## src/rtl/parking_access_controller.sv

```systemverilog
// Parking access controller: sensor edge -> keypad code -> slot check -> one core request -> timed gate.
// Latency: sensor edge to PW_WAIT 1 clk; accepted slot to req_valid 1 clk; gate_open opens 1 clk after req_valid.
// No backpressure: strobes are one-cycle and are consumed or ignored in the cycle they arrive.
//
// Ports:
//   clk, rst_n (synchronous, active-low)
//   entry_sensor, exit_sensor        car-present levels, rising edge starts a session (IDLE only)
//   pw_valid/pw_data[4:0]            keypad code strobe
//   pos_valid/pos_data[3:0]          slot number strobe, legal 1..10
//   occupied[9:0]                    occupancy map, bit n-1 = slot n
//   req_valid, req_entry, req_exit,
//   req_password[4:0], req_position[3:0]  request to parking core (fields hold until next request)
//   gate_open, locked                barrier drive, lockout indicator
//   pw_error, pos_error              one-cycle error pulses
//   tries_left[1:0]                  remaining wrong-code allowance
//
// Optional feature: define ACCESS_TIMEOUT_EN to abandon PW_WAIT/POS_WAIT after
// TIMEOUT_CYCLES strobe-free cycles. Without it those states wait indefinitely.
module parking_access_controller #(
  parameter logic [4:0] PASS           = 5'b10011,
  parameter int         MAX_TRIES      = 3,
  parameter int         LOCK_CYCLES    = 16,
  parameter int         GATE_HOLD      = 8,
  parameter int         TIMEOUT_CYCLES = 64
) (
  input  logic       clk,
  input  logic       rst_n,
  input  logic       entry_sensor,
  input  logic       exit_sensor,
  input  logic       pw_valid,
  input  logic [4:0] pw_data,
  input  logic       pos_valid,
  input  logic [3:0] pos_data,
  input  logic [9:0] occupied,
  output logic       req_valid,
  output logic       req_entry,
  output logic       req_exit,
  output logic [4:0] req_password,
  output logic [3:0] req_position,
  output logic       gate_open,
  output logic       locked,
  output logic       pw_error,
  output logic       pos_error,
  output logic [1:0] tries_left
);

  // One counter width covers gate hold, lockout and the idle timeout.
  localparam int CNT_MAX_A = (LOCK_CYCLES > GATE_HOLD) ? LOCK_CYCLES : GATE_HOLD;
  localparam int CNT_MAX   = (CNT_MAX_A > TIMEOUT_CYCLES) ? CNT_MAX_A : TIMEOUT_CYCLES;
  localparam int CW        = $clog2(CNT_MAX + 1);

  localparam logic [1:0]    TRIES_INIT = MAX_TRIES[1:0];
  localparam logic [CW-1:0] GATE_LOAD  = CW'(GATE_HOLD - 1);
  localparam logic [CW-1:0] LOCK_LOAD  = CW'(LOCK_CYCLES - 1);
`ifdef ACCESS_TIMEOUT_EN
  localparam logic [CW-1:0] IDLE_LAST  = CW'(TIMEOUT_CYCLES - 1);
`endif

  typedef enum logic [2:0] {
    IDLE,
    PW_WAIT,
    POS_WAIT,
    ISSUE,
    GRANT,
    LOCKOUT
  } state_t;

  state_t        state;
  logic          entry_q;
  logic          exit_q;
  logic          dir_exit;   // latched session direction, 1 = exit
  logic [CW-1:0] cnt;        // gate / lockout countdown
`ifdef ACCESS_TIMEOUT_EN
  logic [CW-1:0] idle_cnt;   // strobe-free cycles spent in a wait state
`endif

  logic        entry_rise;
  logic        exit_rise;
  logic [15:0] occ_ext;
  logic [3:0]  pos_idx;
  logic        pos_in_range;
  logic        slot_bit;
  logic        pos_ok;

  assign entry_rise = entry_sensor & ~entry_q;
  assign exit_rise  = exit_sensor & ~exit_q;

  // Zero-extend the map so an out-of-range slot never indexes past the vector;
  // the range check below rejects those slots anyway.
  assign occ_ext      = {6'd0, occupied};
  assign pos_idx      = pos_data - 4'd1;
  assign pos_in_range = (pos_data >= 4'd1) && (pos_data <= 4'd10);
  assign slot_bit     = occ_ext[pos_idx];
  // Entry needs a free slot, exit needs an occupied one.
  assign pos_ok       = pos_in_range && (slot_bit == dir_exit);

  always_ff @(posedge clk) begin
    if (!rst_n) begin
      state        <= IDLE;
      entry_q      <= 1'b0;
      exit_q       <= 1'b0;
      dir_exit     <= 1'b0;
      cnt          <= '0;
`ifdef ACCESS_TIMEOUT_EN
      idle_cnt     <= '0;
`endif
      req_valid    <= 1'b0;
      req_entry    <= 1'b0;
      req_exit     <= 1'b0;
      req_password <= 5'd0;
      req_position <= 4'd0;
      gate_open    <= 1'b0;
      locked       <= 1'b0;
      pw_error     <= 1'b0;
      pos_error    <= 1'b0;
      tries_left   <= TRIES_INIT;
    end else begin
      // Sensor history tracks every cycle so an edge that happened while busy
      // is simply absorbed rather than replayed on return to IDLE.
      entry_q   <= entry_sensor;
      exit_q    <= exit_sensor;
      req_valid <= 1'b0;
      pw_error  <= 1'b0;
      pos_error <= 1'b0;

      case (state)
        IDLE: begin
`ifdef ACCESS_TIMEOUT_EN
          idle_cnt <= '0;
`endif
          // Exit wins a tie: it frees space.
          if (exit_rise) begin
            dir_exit <= 1'b1;
            state    <= PW_WAIT;
          end else if (entry_rise) begin
            dir_exit <= 1'b0;
            state    <= PW_WAIT;
          end
        end

        PW_WAIT: begin
          if (pw_valid) begin
`ifdef ACCESS_TIMEOUT_EN
            idle_cnt <= '0;
`endif
            if (pw_data == PASS) begin
              tries_left <= TRIES_INIT;
              state      <= POS_WAIT;
            end else begin
              pw_error <= 1'b1;
              if (tries_left <= 2'd1) begin
                tries_left <= 2'd0;
                locked     <= 1'b1;
                cnt        <= LOCK_LOAD;
                state      <= LOCKOUT;
              end else begin
                tries_left <= tries_left - 2'd1;
              end
            end
          end
`ifdef ACCESS_TIMEOUT_EN
          else if (idle_cnt == IDLE_LAST) begin
            state <= IDLE;
          end else begin
            idle_cnt <= idle_cnt + 1'b1;
          end
`endif
        end

        POS_WAIT: begin
          if (pos_valid) begin
`ifdef ACCESS_TIMEOUT_EN
            idle_cnt <= '0;
`endif
            if (pos_ok) begin
              // Request fields load here so they are valid during ISSUE and hold afterwards.
              req_valid    <= 1'b1;
              req_entry    <= ~dir_exit;
              req_exit     <= dir_exit;
              req_password <= PASS;
              req_position <= pos_data;
              state        <= ISSUE;
            end else begin
              pos_error <= 1'b1;
            end
          end
`ifdef ACCESS_TIMEOUT_EN
          else if (idle_cnt == IDLE_LAST) begin
            state <= IDLE;
          end else begin
            idle_cnt <= idle_cnt + 1'b1;
          end
`endif
        end

        ISSUE: begin
          gate_open <= 1'b1;
          cnt       <= GATE_LOAD;
          state     <= GRANT;
        end

        GRANT: begin
          if (cnt == '0) begin
            gate_open <= 1'b0;
            state     <= IDLE;
          end else begin
            cnt <= cnt - 1'b1;
          end
        end

        LOCKOUT: begin
          if (cnt == '0) begin
            locked     <= 1'b0;
            tries_left <= TRIES_INIT;
            state      <= IDLE;
          end else begin
            cnt <= cnt - 1'b1;
          end
        end

        default: state <= IDLE;
      endcase
    end
  end

endmodule
```

## config.mk

```make
export PLATFORM = sky130hd
export DESIGN_NAME = parking_access_controller
export DESIGN_NICKNAME = d
export VERILOG_FILES = /design/src/rtl/parking_access_controller.sv
export SDC_FILE = /design/constraint.sdc
export NUM_CORES = 1
export LEC_CHECK = 0
export BUFFER_PORTS_ARGS = -buffer_cell sky130_fd_sc_hd__buf_2
export CAP_MARGIN = 10
export CORE_AREA = 2 2 51 88
export DETAILED_ROUTE_END_ITERATION = 10
export DIE_AREA = 0 0 53 90
export HOLD_SLACK_MARGIN = 0.06
export PLACE_DENSITY = 0.6
export SETUP_SLACK_MARGIN = 0.2
export SYNTH_ARGS = -nofsm -noshare
export SYNTH_HDL_FRONTEND = slang
export SYNTH_SLANG_ARGS = --single-unit
```

## constraint.sdc

```tcl
create_clock -name clk -period 2.5 [get_ports clk]
set_clock_uncertainty 0.2 [all_clocks]
set_input_delay 0.25 -clock clk [delete_from_list [all_inputs] [get_ports clk]]
set_output_delay 0.25 -clock clk [all_outputs]
set_load 0.01 [all_outputs]
```

==> impl_metrics.py, run 1 <==
metrics = {
    "finish": {
        "final_common_cell": "buf_2",
        "area_delta_synth_final_pct": 20.9,
        "fillers": 452,
        "layout-drive-gt1-share": 0.255,
        "diodes": 0,
        "final_nets": 251,
        "fin_util": 0.450,
        "layout_common_cells": "buf_2 (40), dfxtp_1 (27), nand2_1 (20)",
    },
    "synthesis": {
        "synth_edf_count": 0,
        "synth_flop_cell": "dfxtp_1",
        "synth_seq_cells": 27,
        "synth_cell_types": 47,
        "synth-seq-area-share": 0.357,
        "synth_top_area_share": 0.357,
        "synthTopCellsByArea": "dfxtp_1 (36%), nand2_1 (5.0%), mux2i_1 (4.6%), nor2_1 (4.2%), ha_1 (4.1%)",
        "yosys_warnings": 0,
        "netlist_instances": 179,
        "synth_area_leader_cell": "dfxtp_1",
        "postSynthAreaPerCell_um2": 8.46,
        "syn_area_um2": 1520,
        "async_flop_share": 0,
    },
    "sta": {
        "post-route-period-util": 0.848,
        "report.final.slew_viol_count": 0,
        "rsz0062_at_grt": "false",
        "whs_ns": 0.0743,
        "setup_viol": 0,
        "fmax_ghz": 0.472,
        "hold_viol": 0,
        "period_needed_ns": 2.12,
        "tns_ns": 0,
        "layout_setup_ws_ns": 0.380,
    },
    "worst_setup_path": {
        "critPathLaunchType": "input port",
        "cp.required_ns": 2.52,
        "rr_startpoint": "cnt[2]$_SDFFE_PN0P_",
        "path_cells": "dlygate4sd3_1, buf_2, xnor2_1, o211ai_1, o22a_2, xnor2_2, nor2_4, mux2i_1",
        "cpPeakStageDelay_ns": 0.52,
        "crit_arrival_ns": 2.14,
        "path_max_fanout": 6,
        "path_class": "in -> reg",
        "critical-path-slowest-cell": "dlygate4sd3_1",
        "r2r_end": "state[0]$_SDFFE_PN0P_",
        "rr_worst_depth": 7,
        "cp-end-kind": "flip-flop",
        "r2r_slack_ns": 0.41,
    },
    "clock_network": {
        "cts_root_buffer": "clkbuf_8",
        "clock-sinks": 27,
        "cts_tree": "yes",
        "cts_made_buffers": 3,
        "cts.clk_slew.worst_paths_ns": 0.09,
        "cts_max_level": 1,
        "clock_latency_ns": 0.28,
        "cts_setup_buffers": 0,
        "ctsLongestPathBuffers": 2,
    },
    "placement": {
        "io_buffers": 40,
        "dp_slack_ns": 0.224,
        "gp_congestion": 0.837,
        "place_hpwl_um": 2610,
    },
    "floorplanning": {
        "placementRows": 31,
        "die_w_um": 53,
        "die-area_um2": 4770,
        "core-area_um2": 4070,
        "die_h_um": 90,
        "start_util": 0.372,
        "io_pins": 43,
    },
    "grt": {
        "first_global_vias": 1357,
        "grt_overflow": 0,
        "antenna_found_initial": 0,
        "grt_pass1_wl_um": 5810,
        "grt_use_total": 0.158,
        "grt_max_degree": 21,
    },
    "power_and_ir_drop": {
        "leakagePower_nw": 0.829,
        "ir_worst_vdd_uv": 367,
        "powerDensity_nw_per_um2": 463,
    },
    "detailed_routing": {
        "ant_nets": 0,
        "finalWirelength_um": 3370,
        "routed_via_density": 5.11,
        "detail_route.iter0.violations": 16,
        "wire_per_inst_um": 12.5,
        "drcViolationCount": 0,
        "drt_first_pass_iters": 4,
        "dr_total_vias": 1374,
    },
    "min_path": {
        "min_from": "pos_data[3]",
        "hp-class": "in -> reg",
        "whs_path_depth": 3,
        "hold_end": "req_position[3]$_SDFFE_PN0P_",
    },
    "run_status": {
        "status": "finished, final reports clean",
    },
    "flow_run": {
        "maxCapViolations": 0,
    },
}
[where the power goes]
group,total (mW),internal [mW],switching [mW],leakage (nW)
registers,0.450,0.440,0.0109,0.219
clock network,0.255,0.112,0.143,0.0255
logic,0.143,0.0692,0.0734,0.585
total,0.848,0.621,0.227,0.829
[layer usage]
metal | part of all wire | GRT usage | wire [um] | vias up
met2 | 0.56 | 0.293 | 1900 | 30
met1 | 0.38 | 0.165 | 1290 | 635
met3 | 0.035 | 0.0166 | 117 | 5
met5 | 0 | 0 | 0 | -
li1 | - | - | - | 704
met4 | 0.021 | 0.0748 | 70 | 0
[what timing repair did]
| action | CTS | global route |
|---|---|---|
| hold buffers | 5 | 0 |
| endpoints found under the hold margin | 5 | 0 |
| setup endpoints to repair | 0 | 2 |
| resized for setup | 0 | 1 |
[layout make-up]
type / instances / area, um2 / area share
clock inverters: 1 / 5.00 / 0.00273
repair buffers: 47 / 265 / 0.145
multi-input cells: 133 / 885 / 0.483
well taps: 49 / 61.3 / 0.0335
flip-flops and latches: 27 / 541 / 0.295
clock buffers: 3 / 41.3 / 0.0225
inverters: 9 / 33.8 / 0.0184
[sequential cells by signal, indices dropped and copies added, names as in the netlist, 2 cells and up]
name	flops
cnt	7
req_position	4
state	3
tries_left	2
[worst max-delay path by stage]
stage	start	end	slack (ns)	depth (start not counted)
after detailed placement	pos_data[0]	req_position[1]$_SDFFE_PN0P_	0.22	9
after floorplan	pos_data[0]	state[0]$_SDFFE_PN0P_	0.50	9
after global placement	pos_data[0]	req_position[1]$_SDFFE_PN0P_	0.31	9
after CTS	cnt[0]$_SDFFE_PN0P_	cnt[5]$_SDFFE_PN0P_	0.34	7
final	pos_data[2]	req_position[0]$_SDFFE_PN0P_	0.38	8
after global routing	pos_data[2]	req_position[2]$_SDFFE_PN0P_	0.25	8
[metrics by stage]
step / cells / cell area (um2) / power (mW)
4_1_cts: 269 / 1830 / 0.859
3_5_place_dp: 260 / 1730 / 0.598
3_3_place_gp: 260 / 1730 / 0.597
6_report: 269 / 1830 / 0.848
2_1_floorplan: 180 / 1520 / 0.557
5_1_grt: 269 / 1830 / 0.889
[logic make-up (layout without fill, tap and decap cells)]
kind of cell             after synthesis  after routing  share of synthesized area
AND/OR/NAND/NOR                       71             71                      0.238
AO/OA/AOI/OAI                         41             41                      0.181
flip-flops                            27             27                      0.357
buffers and inverters                 20             60                     0.0644
multiplexers                          10             10                     0.0884
adder cells (fa/ha/maj)                5              5                     0.0413
XOR/XNOR                               4              4                     0.0281
other                                  1              2                    0.00247
[Yosys cell counts (2+ instances only)]
| library cell | count |
|---|---|
| a21boi_0 | 2 |
| a21oi_1 | 10 |
| a311oi_1 | 4 |
| and2_1 | 3 |
| and3_1 | 2 |
| buf_4 | 4 |
| clkbuf_1 | 6 |
| dfxtp_1 | 27 |
| ha_1 | 5 |
| inv_1 | 9 |
| mux2i_1 | 7 |
| mux4_1 | 2 |
| nand2_1 | 20 |
| nand2b_1 | 5 |
| nand3_1 | 4 |
| nor2_1 | 17 |
| nor2b_1 | 4 |
| nor3_1 | 6 |
| nor4_1 | 2 |
| o211ai_1 | 2 |
| o21a_1 | 2 |
| o21ai_0 | 9 |
| o31ai_1 | 2 |
| xnor2_1 | 2 |
[critical path, delay by kind of cell]
family	cells	cell delay, ns
AOI/OAI and AO/OA	2	0.41
muxes	1	0.20
xor gates and xnor gates	2	0.41
buffers and inverters	2	0.67
and+or+nand+nor	1	0.19
Note: power is estimated with default switching activity, not from simulation.
==> run 2, diff against run 1 <==
--- a/config.mk
+++ b/config.mk
@@ -11,7 +11,7 @@
 export DETAILED_ROUTE_END_ITERATION = 10
 export DIE_AREA = 0 0 53 90
 export HOLD_SLACK_MARGIN = 0.06
-export PLACE_DENSITY = 0.6
+export PLACE_DENSITY = 0.63
 export SETUP_SLACK_MARGIN = 0.2
 export SYNTH_ARGS = -nofsm -noshare
 export SYNTH_HDL_FRONTEND = slang
==> constraint.sdc (replaced) <==
create_clock -name clk -period 1.8 [get_ports clk]
set_clock_uncertainty 0.2 [all_clocks]
set_input_delay 0.18 -clock clk [delete_from_list [all_inputs] [get_ports clk]]
set_output_delay 0.18 -clock clk [all_outputs]
set_load 0.01 [all_outputs]
==> run 2 against run 1 <==
The run now ends with negative setup slack left; non-clock buffer count grew 23; die area unchanged; global-route usage increased by 2.1 points; count of clock-buffer cells in the layout is the same.
==> impl_metrics.py, run 2 (synthesis results as in run 1) <==
metrics = {
    "finish": {
        "reg_top3": "cnt x7, req_position x4, state x3",
        "multi_input_area_um2": 1000,
        "layout_common_cells": "buf_2 (38), buf_4 (26), dfxtp_1 (22)",
        "layout-drive-gt1-share": 0.444,
        "regMostFlops": "cnt",
        "largest_register_ffs": 7,
        "fin_util": 0.529,
        "fillers": 411,
        "final_nets": 274,
        "area_delta_synth_final_pct": 42.3,
        "seqCellArea_um2": 547,
        "diodes": 0,
        "final_common_cell": "buf_2",
    },
    "power_and_ir_drop": {
        "leakagePower_nw": 0.980,
        "ir_worst_vdd_uv": 382,
        "powerDensity_nw_per_um2": 585,
    },
    "worst_setup_path": {
        "path_class": "in -> reg",
        "crit_arrival_ns": 1.83,
        "cp_common_cell": "mux2i_1",
        "path_max_fanout": 6,
        "r2r_slack_ns": 0.03,
        "cpPeakStageDelay_ns": 0.29,
        "critical-path-slowest-cell": "mux4_1",
        "cp.required_ns": 1.82,
        "rr_startpoint": "cnt[4]$_SDFFE_PN0P_",
        "path_cells": "buf_12, inv_6, ha_4, mux4_1, mux2i_1, o22a_2, xnor2_4, nor2_4, mux2i_1",
        "rr_worst_depth": 6,
        "cp-end-kind": "flip-flop",
        "r2r_end": "state[0]$_SDFFE_PN0P_",
        "critPathLaunchType": "input port",
    },
    "sta": {
        "report.final.slew_viol_count": 0,
        "layout_setup_ws_ns": -0.0121,
        "post-route-period-util": 1.01,
        "setup_viol": 2,
        "fmax_ghz": 0.552,
        "period_needed_ns": 1.81,
        "hold_viol": 0,
        "rsz0062_at_grt": "true",
    },
    "detailed_routing": {
        "drt_first_pass_iters": 4,
        "wire_per_inst_um": 13.1,
        "finalWirelength_um": 3820,
        "ant_nets": 0,
        "drcViolationCount": 0,
        "routed_via_density": 5.14,
        "dr_total_vias": 1501,
        "detail_route.iter0.violations": 37,
    },
    "clock_network": {
        "cts.clk_slew.worst_paths_ns": 0.10,
        "cts_max_level": 1,
        "ctsLongestPathBuffers": 2,
        "cts_tree": "yes",
        "cts_root_buffer": "clkbuf_8",
        "cts_made_buffers": 3,
        "clock_latency_ns": 0.28,
        "clock-sinks": 27,
    },
    "min_path": {
        "whs_path_depth": 3,
        "hold_end": "tries_left[0]$_SDFFE_PN1P_",
        "min_from": "rst_n",
        "hp-class": "in -> reg",
    },
    "floorplanning": {
        "io_pins": 43,
        "start_util": 0.372,
        "die-area_um2": 4770,
        "core-area_um2": 4070,
        "die_h_um": 90,
        "placementRows": 31,
        "die_w_um": 53,
    },
    "run_status": {
        "violations": "negative setup slack",
        "status": "finished with violations",
    },
    "grt": {
        "grt_max_degree": 20,
        "grt_use_total": 0.179,
        "antenna_found_initial": 0,
        "grt_pass1_wl_um": 6490,
        "first_global_vias": 1561,
        "grt_overflow": 0,
    },
    "placement": {
        "place_hpwl_um": 2930,
        "dp_slack_ns": -0.296,
        "gp_congestion": 0.835,
        "io_buffers": 40,
    },
    "flow_run": {
        "maxCapViolations": 0,
    },
}
[run 2: critical path: cells and delay by family]
| family | cells | cell delay, ns |
|---|---|---|
| AO/OA/AOI/OAI | 1 | 0.26 |
| XOR/XNOR | 1 | 0.11 |
| adder cells (fa/ha/maj) | 1 | 0.26 |
| buffers and inverters | 2 | 0.12 |
| multiplexers | 3 | 0.70 |
| AND/OR/NAND/NOR | 1 | 0.19 |
[run 2: worst max-delay path by stage]
stage,slack (ns),cells past startpoint,to,start
2_1_floorplan,-0.04,9,req_position[0]$_SDFFE_PN0P_,pos_data[0]
3_3_place_gp,-0.21,9,req_position[1]$_SDFFE_PN0P_,pos_data[0]
3_5_place_dp,-0.30,9,req_position[0]$_SDFFE_PN0P_,pos_data[0]
4_1_cts,0.01,6,state[0]$_SDFFE_PN0P_,cnt[4]$_SDFFE_PN0P_
5_1_grt,-0.06,6,state[0]$_SDFFE_PN0P_,cnt[4]$_SDFFE_PN0P_
6_report,-0.01,9,req_position[0]$_SDFFE_PN0P_,pos_data[0]
[run 2: metal layers]
layer | vias to the layer above | part of all wire | global-route usage
li1 | 753 | - | -
met1 | 692 | 0.36 | 0.178
met2 | 43 | 0.57 | 0.334
met3 | 13 | 0.034 | 0.0216
met4 | 0 | 0.038 | 0.0962
met5 | - | 0 | 0
[run 2: power by group]
group	internal, mW	switching [mW]	leakage [nW]
Clock	0.157	0.199	0.0217
Sequential	0.611	0.0160	0.221
Combinational	0.148	0.131	0.737
Total	0.916	0.346	0.980
[run 2: layout make-up]
cell class | instances | area share
Multi-Input combinational cell | 133 | 0.465
Sequential cell | 27 | 0.254
Timing Repair Buffer | 70 | 0.212
Tap cell | 49 | 0.0284
Clock buffer | 3 | 0.0192
Inverter | 9 | 0.0180
Clock inverter | 1 | 0.00348
[run 2: repair_timing]
item                       in CTS  in global routing
hold endpoints to repair        3                  0
setup buffers                   3                  2
resized for setup              16                 12
hold buffers                    3                  0
setup endpoints to repair      21                 22
pin swaps                      14                  8
[run 2: per-stage QoR]
stage               total power [mW]  instance area, um2  hold WS (ns)  setup TNS (ns)  instances
CTS                             1.26                2090        0.0914               0        290
floorplan                      0.782                1570         0.102          -0.249        180
global placement               0.863                1930         0.194           -1.59        280
finish                          1.26                2160        0.0857         -0.0126        292
detailed placement             0.867                1930         0.197           -2.16        280
global route                    1.33                2160         0.111          -0.218        292
